## config.mk

```make
export PLATFORM = sky130hd
export DESIGN_NAME = bcd_scorekeeper_n
export DESIGN_NICKNAME = d
export VERILOG_FILES = /design/src/rtl/bcd_scorekeeper_n.sv
export SDC_FILE = /design/constraint.sdc
export NUM_CORES = 1
export LEC_CHECK = 0
export CORE_MARGIN = 4
export CORE_UTILIZATION = 57
export CTS_CLUSTER_DIAMETER = 150
export DETAILED_ROUTE_END_ITERATION = 7
export PLACE_DENSITY = 0.92
export SLEW_MARGIN = 20
export SYNTH_ARGS = -nofsm -noshare
export SYNTH_HDL_FRONTEND = slang
export SYNTH_SLANG_ARGS = --single-unit
```

## constraint.sdc

```tcl
create_clock -name clk -period 4.3 [get_ports clk]
set_input_delay 0.43 -clock clk [delete_from_list [all_inputs] [get_ports clk]]
set_output_delay 0.43 -clock clk [all_outputs]
set_load 0.1 [all_outputs]
```

## src/rtl/bcd_scorekeeper_n.sv

```systemverilog
`default_nettype none
// ============================================================================
// Module   : bcd_scorekeeper_n
// Purpose  : N-digit packed-BCD score register, stepped up/down digit-serially
//            on each debounced button rise. SCORE_SAT_EN selects saturation
//            instead of modulo-10^DIGITS wrap.
// Revision : 1.0 - initial release
// ============================================================================
module bcd_scorekeeper_n #(
    parameter int DIGITS = 3,
    parameter int STEP_W = 3
) (
    input  logic                  clk,
    input  logic                  rst,
    input  logic                  btn,
    input  logic                  dir,
    input  logic [STEP_W-1:0]     step,
    output logic [4*DIGITS-1:0]   digits,
    output logic                  busy,
    output logic                  done,
    output logic                  ovf
);

    localparam int IDX_W = (DIGITS > 1) ? $clog2(DIGITS) : 1;
    localparam logic [IDX_W-1:0] LAST_IDX = IDX_W'(DIGITS - 1);

    localparam logic [1:0] S_IDLE   = 2'd0;
    localparam logic [1:0] S_RUN    = 2'd1;
    localparam logic [1:0] S_COMMIT = 2'd2;

    logic [1:0]            state;
    logic [1:0]            state_nxt;
    logic                  btn_q;
    logic                  rise;
    logic                  pending;
    logic                  dir_q;
    logic [3:0]            carry;
    logic [IDX_W-1:0]      idx;
    logic [4*DIGITS-1:0]   shadow;
    logic [4*DIGITS-1:0]   shadow_nxt;
    logic [4*DIGITS-1:0]   digits_q;
    logic [4*DIGITS-1:0]   result;
    logic                  done_q;
    logic                  ovf_q;
    logic [3:0]            cur_d;
    logic [3:0]            new_d;
    logic                  new_c;
    logic [4:0]            sum;
    logic signed [4:0]     diff;

    assign rise = btn & ~btn_q;

    // ---------------- FSM: state register ----------------
    always_ff @(posedge clk) begin
        if (rst) begin
            state <= S_IDLE;
        end else begin
            state <= state_nxt;
        end
    end

    // ---------------- FSM: next state ----------------
    always_comb begin
        state_nxt = state;
        case (state)
            S_IDLE:   if (rise || pending) state_nxt = S_RUN;
            S_RUN:    if (idx == LAST_IDX) state_nxt = S_COMMIT;
            S_COMMIT: state_nxt = S_IDLE;
            default:  state_nxt = S_IDLE;
        endcase
    end

    // ---------------- FSM: outputs ----------------
    always_comb begin
        busy   = (state != S_IDLE);
        done   = done_q;
        ovf    = ovf_q;
        digits = digits_q;
    end

    // Select the digit currently being worked on
    always_comb begin
        cur_d = 4'd0;
        for (int k = 0; k < DIGITS; k++) begin
            if (idx == IDX_W'(k)) cur_d = shadow[4*k +: 4];
        end
    end

    // One BCD digit step; the first carry may be as large as 7
    always_comb begin
        sum   = {1'b0, cur_d} + {1'b0, carry};
        diff  = $signed({1'b0, cur_d}) - $signed({1'b0, carry});
        new_d = cur_d;
        new_c = 1'b0;
        if (!dir_q) begin
            if (sum >= 5'd10) begin
                new_d = 4'(sum - 5'd10);
                new_c = 1'b1;
            end else begin
                new_d = sum[3:0];
            end
        end else begin
            if (diff < 5'sd0) begin
                new_d = 4'(diff + 5'sd10);
                new_c = 1'b1;
            end else begin
                new_d = diff[3:0];
            end
        end
    end

    always_comb begin
        shadow_nxt = shadow;
        for (int k = 0; k < DIGITS; k++) begin
            if (idx == IDX_W'(k)) shadow_nxt[4*k +: 4] = new_d;
        end
    end

    // Value written at commit; carry holds the final carry/borrow by then
`ifdef SCORE_SAT_EN
    always_comb begin
        if (carry[0]) begin
            result = dir_q ? '0 : {DIGITS{4'h9}};
        end else begin
            result = shadow;
        end
    end
`else
    always_comb begin
        result = shadow;
    end
`endif

    // ---------------- Datapath ----------------
    always_ff @(posedge clk) begin
        if (rst) begin
            btn_q    <= btn;
            pending  <= 1'b0;
            dir_q    <= 1'b0;
            carry    <= 4'd0;
            idx      <= '0;
            shadow   <= '0;
            digits_q <= '0;
            done_q   <= 1'b0;
            ovf_q    <= 1'b0;
        end else begin
            btn_q  <= btn;
            done_q <= 1'b0;
            ovf_q  <= 1'b0;
            case (state)
                S_IDLE: begin
                    if (rise || pending) begin
                        dir_q   <= dir;
                        carry   <= 4'(step);
                        idx     <= '0;
                        shadow  <= digits_q;
                        pending <= 1'b0;
                    end
                end
                S_RUN: begin
                    shadow <= shadow_nxt;
                    carry  <= {3'b000, new_c};
                    idx    <= idx + IDX_W'(1);
                    if (rise) pending <= 1'b1;
                end
                S_COMMIT: begin
                    digits_q <= result;
                    done_q   <= 1'b1;
                    ovf_q    <= carry[0];
                    if (rise) pending <= 1'b1;
                end
                default: ;
            endcase
        end
    end

endmodule
`default_nettype wire

```

Word-level counts from Yosys, hierarchy flattened:

Index checks and enable logic that the tools add are counted.
W data, S select, Z words.

* add/subtract/negate cells: 5
* $lt $le $gt $ge: 2
* equal/unequal tests: 9
* multiplexer cells: 25
* bitwise gates (word level): 3
* reduce and logical (&&, ||, !) cells: 15

Operators by type and width (number)
* $mux W4: 10
* $pmux W12 S2: 1
* $mux W12: 1
* $reduce_and A3 Y1: 4
* $ne A2 B2 Y1 const B: 4
* $pmux W2 S2: 2
* $pmux W4 S2: 1
* $mux W1: 6
* $mux W2: 3
* $reduce_and A2 Y1: 3
* $reduce_bool A2 Y1: 3
* $add A4 B4 Y5: 1
* $ge A5 B4 Y1 const B: 1
* $lt A5 B1 Y1 const B: 1
* $sub A4 B4 Y5: 1
* $add A4 B4 Y4 const B: 1
* $eq A2 B1 Y1 const B: 2
* $eq A2 B2 Y1 const B: 2
* $logic_not A2 Y1: 2
* $reduce_or A2 Y1: 2
* $sub A4 B4 Y4 const B: 1
* $add A2 B1 Y2 const B: 1
* $ne A2 B1 Y1 const B: 1
* $not A1 Y1: 2
* other kinds (3): 3

* flip-flop bits (word level): 37
* bits of input ports: 7

Depth between registers and ports, before layout:

Gate-level depths: netlist (run 1).

* depth in word-level cells: 10
* depth in mapped cells: 18
* gate-level depth less buffers: 18

Worst setup path after synthesis (run 1):

OpenSTA, ideal clock, no wires.

* path kind: register -> register
* start: reg idx[1]
* end: reg shadow[9], in the netlist result[9]
* setup time: 140 ps
* arrival: 3166 ps
* required time: 4160 ps
* setup slack: 994 ps
* stages on the path, launching flop included: 18
* cell sequence: dfxtp_1 -> inv_1 -> ha_1 -> buf_6 -> nor2_1 -> a21oi_1 -> o21ai_0 -> inv_1 -> fa_1 -> xor2_2 -> inv_1 -> ha_1 -> nor2b_1 -> o21ai_0 -> o31ai_1 -> or4_1 -> o21ai_2 -> a311oi_1

* word-level cells in the longest chain between the ends: 10
* elaborated cells on any way between the ends: 19

RTL lines
* start: declaration: line 38 `logic [IDX_W-1:0] idx;`
* start signal: assignment: line 163 `idx <= idx + IDX_W'(1);`
* $logic_not A2 Y1: line 85 `if (idx == IDX_W'(k)) cur_d = shadow[4*k +: 4];`
* $mux W4 (3 in series): line 85
* $add A4 B4 Y5 or $sub A4 B4 Y5 (tied branches): line 91, 92
* $sub A4 B4 Y4, or another cell as far along: line 97 `new_d = 4'(sum - 5'd10);`
* $mux W4, on equally long branches: line 96, 103
* $mux W4: line 95 `if (!dir_q) begin`
* $mux W4: line 115 `if (idx == IDX_W'(k)) shadow_nxt[4*k +: 4] = new_d;`
* $pmux W12 S2: line 150 `case (state)`
* end signal: assignment: line 156 `shadow <= digits_q;`
* end signal: assignment: line 161 `shadow <= shadow_nxt;`
* end: declaration: line 39 `logic [4*DIGITS-1:0] shadow;`

Parallel ways exist; a longest one is shown, timed or not. The select of a mux whose other input is x is not followed.
A chain may end at the register's enable or synchronous reset.

Worst setup path in the final report (run 1):

Same ends and word-level chain as after synthesis.

==> results of run 1 <==
==> worst reg2reg max path, stage by stage (launching register included) <==
cell and delay (ns):
dfxtp_1 0.36, inv_1 0.07, ha_1 0.29, nor2_1 0.15, a21oi_1 0.06, o21ai_0 0.26, ha_1 0.22, inv_1 0.06
fa_1 0.44, xor2_2 0.24, inv_1 0.08, ha_1 0.25, nor2b_1 0.15, o21ai_0 0.08, o31ai_1 0.09, or4_1 0.52
o21ai_2 0.24, a311oi_1 0.11
==> metrics by stage <==
| step | power [µW] | utilization, % | cells |
|---|---|---|---|
| 6_report | 1140 | 67.30 | 324 |
| 5_1_grt | 1204 | 67.30 | 324 |
| 4_1_cts | 1130 | 67.30 | 324 |
| 3_5_place_dp | 881.8 | 64.86 | 316 |
| 3_3_place_gp | 859.3 | 64.86 | 316 |
| 2_1_floorplan | 785.9 | - | 257 |
==> sequential cells by signal (all words and copies together), names as in the netlist <==
| signal | count |
|---|---|
| digits | 12 |
| result | 12 |
| carry | 3 |
| idx | 2 |
| state | 2 |
| btn_q | 1 |
| dir_q | 1 |
| done | 1 |
| ovf | 1 |
| pending | 1 |
==> cells in the final DEF, fill, tap and decap left out, types with 2 or more instances in the layout <==
cell,synthesis,layout
o32ai_1,2,2
buf_4,1,2
o21ai_2,2,2
o31a_1,2,2
clkdlybuf4s50_1,0,21
nand2_1,19,19
nor3_1,4,4
o21ai_0,16,16
xnor2_1,2,2
clkbuf_1,4,2
nand3b_1,2,2
o41ai_1,2,2
a21o_1,2,2
a21oi_1,18,18
or2_2,2,2
o21a_1,3,3
dfxtp_1,36,36
or3_1,2,2
nand2b_1,2,2
ha_1,15,15
clkbuf_8,0,6
fa_1,2,2
nor2b_1,5,5
mux2i_1,15,15
inv_1,15,15
nor2_1,38,38
a211oi_1,11,11
nand3_1,4,4
==> per-layer routing <==
layer  vias to the layer above  GRT usage, %  part of all wire, %
li1                        942             -                    -
met1                       916         26.47                   45
met2                        58         34.84                   49
met3                        10         4.173                  4.4
met4                         0         8.298                  1.5
met5                         -             0                    0
==> worst max-delay path by stage <==
stage	end	slack [ns]	cells past startpoint
2_1_floorplan	result[9]	0.99	17
5_1_grt	result[5]	0.26	17
4_1_cts	result[9]	0.54	17
6_report	result[9]	0.49	17
3_3_place_gp	result[9]	0.82	16
3_5_place_dp	result[9]	0.63	16
==> power breakdown <==
part           internal [µW]  switching [µW]  leakage, µW
Clock                    131             117    0.0000455
Sequential               368            34.3     0.000293
Combinational            184             306     0.000560
==> cell families (layout without fill, tap and decap cells) <==
kind of cell	after synthesis	count (layout)
and+or+nand+nor	87	87
adders and majority gates	17	17
muxes	16	16
DFF	36	36
AOI/OAI and AO/OA	70	70
buffers and inverters	27	46
xor gates and xnor gates	4	4
==> area by class of cell <==
class,count,area (µm²),area share [%]
clock buffer,8,90.09,3.629
inverter,15,56.30,2.268
multi-input combinational,194,1330,53.58
sequential,36,720.7,29.03
tap,48,60.06,2.419
timing repair buffer,23,225.2,9.073
==> cells in the mapped netlist, types with 3 or more instances <==
master	n	area (µm²)
clkbuf_1	4	15.01
mux2i_1	15	150.1
a21oi_1	18	90.09
nand2_1	19	71.32
o21ai_0	16	80.08
o21a_1	3	22.52
ha_1	15	187.7
inv_1	15	56.30
dfxtp_1	36	720.7
nor2b_1	5	31.28
a211oi_1	11	82.58
buf_6	4	45.04
nor3_1	4	20.02
nand3_1	4	20.02
nor2_1	38	142.6
==> run summary, run 1 <==
final instance area - 2482 µm²
source of the worst hold timing path - pending
# fillers - 284
r2r worst-path depth - 17
CP delay by family, top - adder cells
status - finished clean
Synth Area in Adders - 10.36%
grt ovf - 0
post-synthesis simple-gate area fraction - 19.25%
Worst Setup SP - idx[1]
IO buf count - 21
HPWL after DPL - 3.653 mm
worst r2r src - idx[1]
H-tree levels - 2
number of global-route vias before repair - 1838
unrepaired setup endpoints after global routing - no
Hold Vio Cnt, Final - 0
Max Cap Viol - 0
TritonCTS Sinks - 36
Seq/Total Area, Yosys - 32.80%
Final Cycle Share - 88.58%
Root Driver - clkbuf_8
Antenna Cells - 0
register bit total from synthesis - 36
Placed Area - 2392 µm²
RR Endpoint - result[9]
critical path type - flip-flop to flip-flop
syn nets - 281
PD cells - 459.1 nW/µm²
multiplexer share of the synthesized area - 7.346%
post-CTS setup buffers - 0
CP max FO - 10
fin. max-slew vios - 0
Setup WS post-layout - 0.4911 ns
Worst VDD drop - 0.2835 mV
Crit. End Element - flip-flop
CTS Buf Count - 5
row count - 22
setup slack after placement - 0.6300 ns
post-DR wirelength/cell - 15.87 µm
Async S/R FF share, synth - 0%
Hold Crit Depth - 2
first-pass GRT wire length - 8.383 mm
Synth warnings - 0
routed via count - 1926
initial antenna violation count - 0
crit-path cells - inv_1, ha_1, nor2_1, a21oi_1, o21ai_0, ha_1, inv_1, fa_1, xor2_2, inv_1, ha_1, nor2b_1, o21ai_0, o31ai_1, or4_1, o21ai_2, a311oi_1
Worst-path clk slew - 0.07 ns
final hold slack - 0.5074 ns
Slew @ Worst Pin - 0.9832 ns
Clock Skews - 0.002336 ns
Core ar. - 3689 µm²
register-to-register setup slack - 0.49 ns
CTS tree - done
Worst EP arrival - 3.96 ns
Total Routing Usage GR - 20.94%
maximum clock frequency - 262.5 MHz
worst path bufs/invs - 3
XOR/XNOR Fraction of Synth Area - 1.936%
CTS resizes - 0
pin count of the biggest net entering global routing - 38
Worst setup SP type - flip-flop
top_reg_cell synth - dfxtp_1
worst-skew pair later-pin latency - 0.28 ns
First-pass DRT Iterations - 4
Synth cell types - 54
CP peak stage delay - 0.52 ns
Req. time, crit path - 4.45 ns
area of the mapped netlist - 2197 µm²
HP Class - flip-flop to flip-flop
Synth Instances - 257
Antenna Nets Post-Route - 0
Routed WL - 5.143 mm
GPL Wtd Cong - 0.8964
number of synthesized flops with an enable pin - 0
Initial Util - 59.57%
Die Height - 70.09 µm
Relative slew margins - 34.25%
Tmin final - 3.809 ns
Ports - 22
complex-gate fraction of the synthesized area - 21.64%
vias per inst - 5.944
Leakage - 0.0008984 µW
CTS Hold Bufs - 0
Max stage delay cell, worst path - or4_1
DRC viols - 0
Worst Hold Path EP - pending
Area growth syn-to-layout - 12.98%
die area - 4912 µm²
layout net count - 299
final setup violation count - 0
Die Width - 70.09 µm
initial drt markers - 154
Bufs on Longest Clock Path - 2
layout cells sized above 1 - 8.333%
largest family of logic cells by synthesized area - compound AO/OA/AOI/OAI gates
syn avg cell area - 8.549 µm²
Sum Neg Setup Slack - 0 ns
No activity file was read; power rests on OpenSTA's default activity.
==> inputs of run 2 (changes only) <==
--- a/config.mk
+++ b/config.mk
@@ -9,7 +9,9 @@
 export CORE_UTILIZATION = 57
 export CTS_CLUSTER_DIAMETER = 150
 export DETAILED_ROUTE_END_ITERATION = 7
+export HOLD_SLACK_MARGIN = 0.12
 export PLACE_DENSITY = 0.92
+export REMOVE_ABC_BUFFERS = 1
 export SLEW_MARGIN = 20
 export SYNTH_ARGS = -nofsm -noshare
 export SYNTH_HDL_FRONTEND = slang
==> run summary, run 2 (synthesis gave the netlist of run 1 again) <==
combinational fraction of design power - 42.3% (-0.7 points)
HP Class - flip-flop to flip-flop
initial drt markers - 91 (-41%)
P_sw - 450.9 µW (-1.5%)
non-filler cells in the finished layout - 324 (unchanged)
maximum clock frequency - 267.2 MHz (+1.8%)
most used cell along the critical path - inv_1
Setup WS post-layout - 0.5574 ns (+0.06624 ns)
status - finished clean
Worst VDD drop - 0.3051 mV (+7.6%)
Relative slew margins - 34.30% (+0.054 points)
initial antenna violation count - 0 (unchanged)
routed via count - 1930 (+0.21%)
number of global-route vias before repair - 1895 (+3.1%)
Sum Neg Setup Slack - 0 ns (unchanged)
Worst setup SP type - flip-flop
Bufs on Longest Clock Path - 2 (unchanged)
Ports - 22 (unchanged)
Max Cap Viol - 0 (unchanged)
final instance area - 2486 µm² (+0.15%)
source of the worst hold timing path - pending
Die Width - 70.09 µm (unchanged)
Antenna Nets Post-Route - 0 (unchanged)
Req. time, crit path - 4.45 ns (about the same)
Initial Util - 59.57% (unchanged)
register-to-register setup slack - 0.56 ns (+0.07 ns)
CTS resizes - 0 (unchanged)
CP max FO - 10 (unchanged)
critical path type - flip-flop to flip-flop
die area - 4912 µm² (unchanged)
HPWL after DPL - 3.595 mm (-1.6%)
First-pass DRT Iterations - 4 (unchanged)
CTS Buf Count - 5 (unchanged)
worst r2r src - idx[1]
Slew @ Worst Pin - 0.9824 ns (-0.0007988 ns)
Tmin final - 3.743 ns (-0.06624 ns)
power share of the clock group - 22.4% (+0.6 points)
first-pass GRT wire length - 8.376 mm (about the same)
r2r worst-path depth - 16 (-1)
pin count of the biggest net entering global routing - 38 (unchanged)
Routed WL - 4.919 mm (-4.4%)
Die Height - 70.09 µm (unchanged)
Crit. End Element - flip-flop
setup slack after placement - 0.6027 ns (-0.02733 ns)
register share of total power - 35.3% (about the same)
final core occ - 67.40% (+0.10 points)
Area growth syn-to-layout - 13.15%
fin. max-slew vios - 0 (unchanged)
grt ovf - 0 (unchanged)
H-tree levels - 2 (unchanged)
most frequent cells in the layout - 38 x nor2_1, 36 x dfxtp_1, 21 x clkdlybuf4s50_1
Placed Area - 2392 µm² (unchanged)
Clock Skews - 0.004433 ns (+0.002097 ns)
Worst Hold Path EP - pending
row count - 22 (unchanged)
CTS Hold Bufs - 0 (unchanged)
Total Routing Usage GR - 20.93% (about the same)
layout net count - 299 (unchanged)
TritonCTS Sinks - 36 (unchanged)
Internal Pwr Total - 680.3 µW (-0.24%)
commonest non-fill, non-tap cell in the layout - nor2_1
Root Driver - clkbuf_8
crit-path cells - inv_1, ha_1, nor2_1, a21oi_1, o21ai_0, inv_1, fa_1, xor2_2, inv_1, ha_1, nor2b_1, o21ai_0, o31ai_1, or4_1, o21ai_2, a311oi_1
placed cell count - 316 (unchanged)
DRC viols - 0 (unchanged)
Worst-path clk slew - 0.07 ns (about the same)
IO buf count - 21 (unchanged)
Core ar. - 3689 µm² (unchanged)
Max stage delay cell, worst path - or4_1
Hold Vio Cnt, Final - 0 (unchanged)
GPL Wtd Cong - 0.8441 (-5.8%)
worst-skew pair later-pin latency - 0.29 ns (about the same)
post-CTS setup buffers - 0 (unchanged)
Hold Crit Depth - 2 (unchanged)
layout cells sized above 1 - 8.696% (+0.36 points)
CP peak stage delay - 0.52 ns (about the same)
Final Cycle Share - 87.04% (-1.5 points)
PD cells - 455.0 nW/µm² (-0.89%)
post-DR wirelength/cell - 15.18 µm (-4.4%)
CTS tree - done
Worst EP arrival - 3.89 ns (-0.07 ns)
vias per inst - 5.957 (+0.21%)
switch share - 39.86% (-0.31 points)
final setup violation count - 0 (unchanged)
RR Endpoint - result[9]
Leakage - 0.0008974 µW (-0.12%)
unrepaired setup endpoints after global routing - no
Antenna Cells - 0 (unchanged)
run 2: power groups by stage:
stage / clock (µW) / sequential [µW] / combinational, µW
2_1_floorplan: 0 / 396 / 370
3_3_place_gp: 0 / 405 / 456
3_5_place_dp: 0 / 406 / 469
4_1_cts: 257 / 398 / 474
5_1_grt: 270 / 403 / 533
6_report: 253 / 399 / 479
run 2: worst max path at each step:
stage / cells past startpoint / end / from / slack, ns
finish: 16 / result[9] / idx[1] / 0.56
global route: 16 / result[9] / idx[1] / 0.20
CTS: 16 / result[9] / idx[1] / 0.55
detailed placement: 16 / result[9] / idx[1] / 0.60
global placement: 16 / result[9] / idx[1] / 0.73
floorplan: 16 / result[9] / idx[1] / 1.01
run 2: final cells by class:
cell class / count / area [µm²]
clock buffer: 7 / 86.33
clock inverter: 1 / 7.507
fill: 299 / 1202
inverter: 15 / 56.30
multi-input combinational: 194 / 1330
sequential: 36 / 720.7
tap: 48 / 60.06
timing repair buffer: 23 / 225.2
run 2: per-stage QoR:
stage,hold slack (ns),total power (µW)
global route,0.5306,1207
finish,0.5018,1131
CTS,0.5021,1130
global placement,0.4853,861.5
detailed placement,0.4917,875.4
floorplan,0.4577,765.6
run 2: worst max-delay path: cells and delay by family (launching register included):
family                   cells  cell delay (ns)
adder cells (fa/ha/maj)      3             1.00
XOR/XNOR                     1             0.21
buffers and inverters        3             0.31
flip-flops                   1             0.35
AO/OA/AOI/OAI                6             0.93
AND/OR/NAND/NOR              3             0.81
run 2: routing by layer:
| metal | GRT usage, % | vias to the layer above | routed length, µm |
|---|---|---|---|
| met5 | 0 | - | 0 |
| met4 | 11.28 | 0 | 109 |
| met3 | 4.748 | 12 | 318 |
| met2 | 33.47 | 79 | 2411 |
| met1 | 25.97 | 900 | 2080 |
| li1 | - | 939 | - |
==> inputs of run 3 (changes only) <==
--- a/config.mk
+++ b/config.mk
@@ -12,7 +12,6 @@
 export HOLD_SLACK_MARGIN = 0.12
 export PLACE_DENSITY = 0.92
 export REMOVE_ABC_BUFFERS = 1
-export SLEW_MARGIN = 20
 export SYNTH_ARGS = -nofsm -noshare
 export SYNTH_HDL_FRONTEND = slang
 export SYNTH_SLANG_ARGS = --single-unit
==> results of run 3 <==
No change in the layout: final DEF, timing and power equal those of run 2.
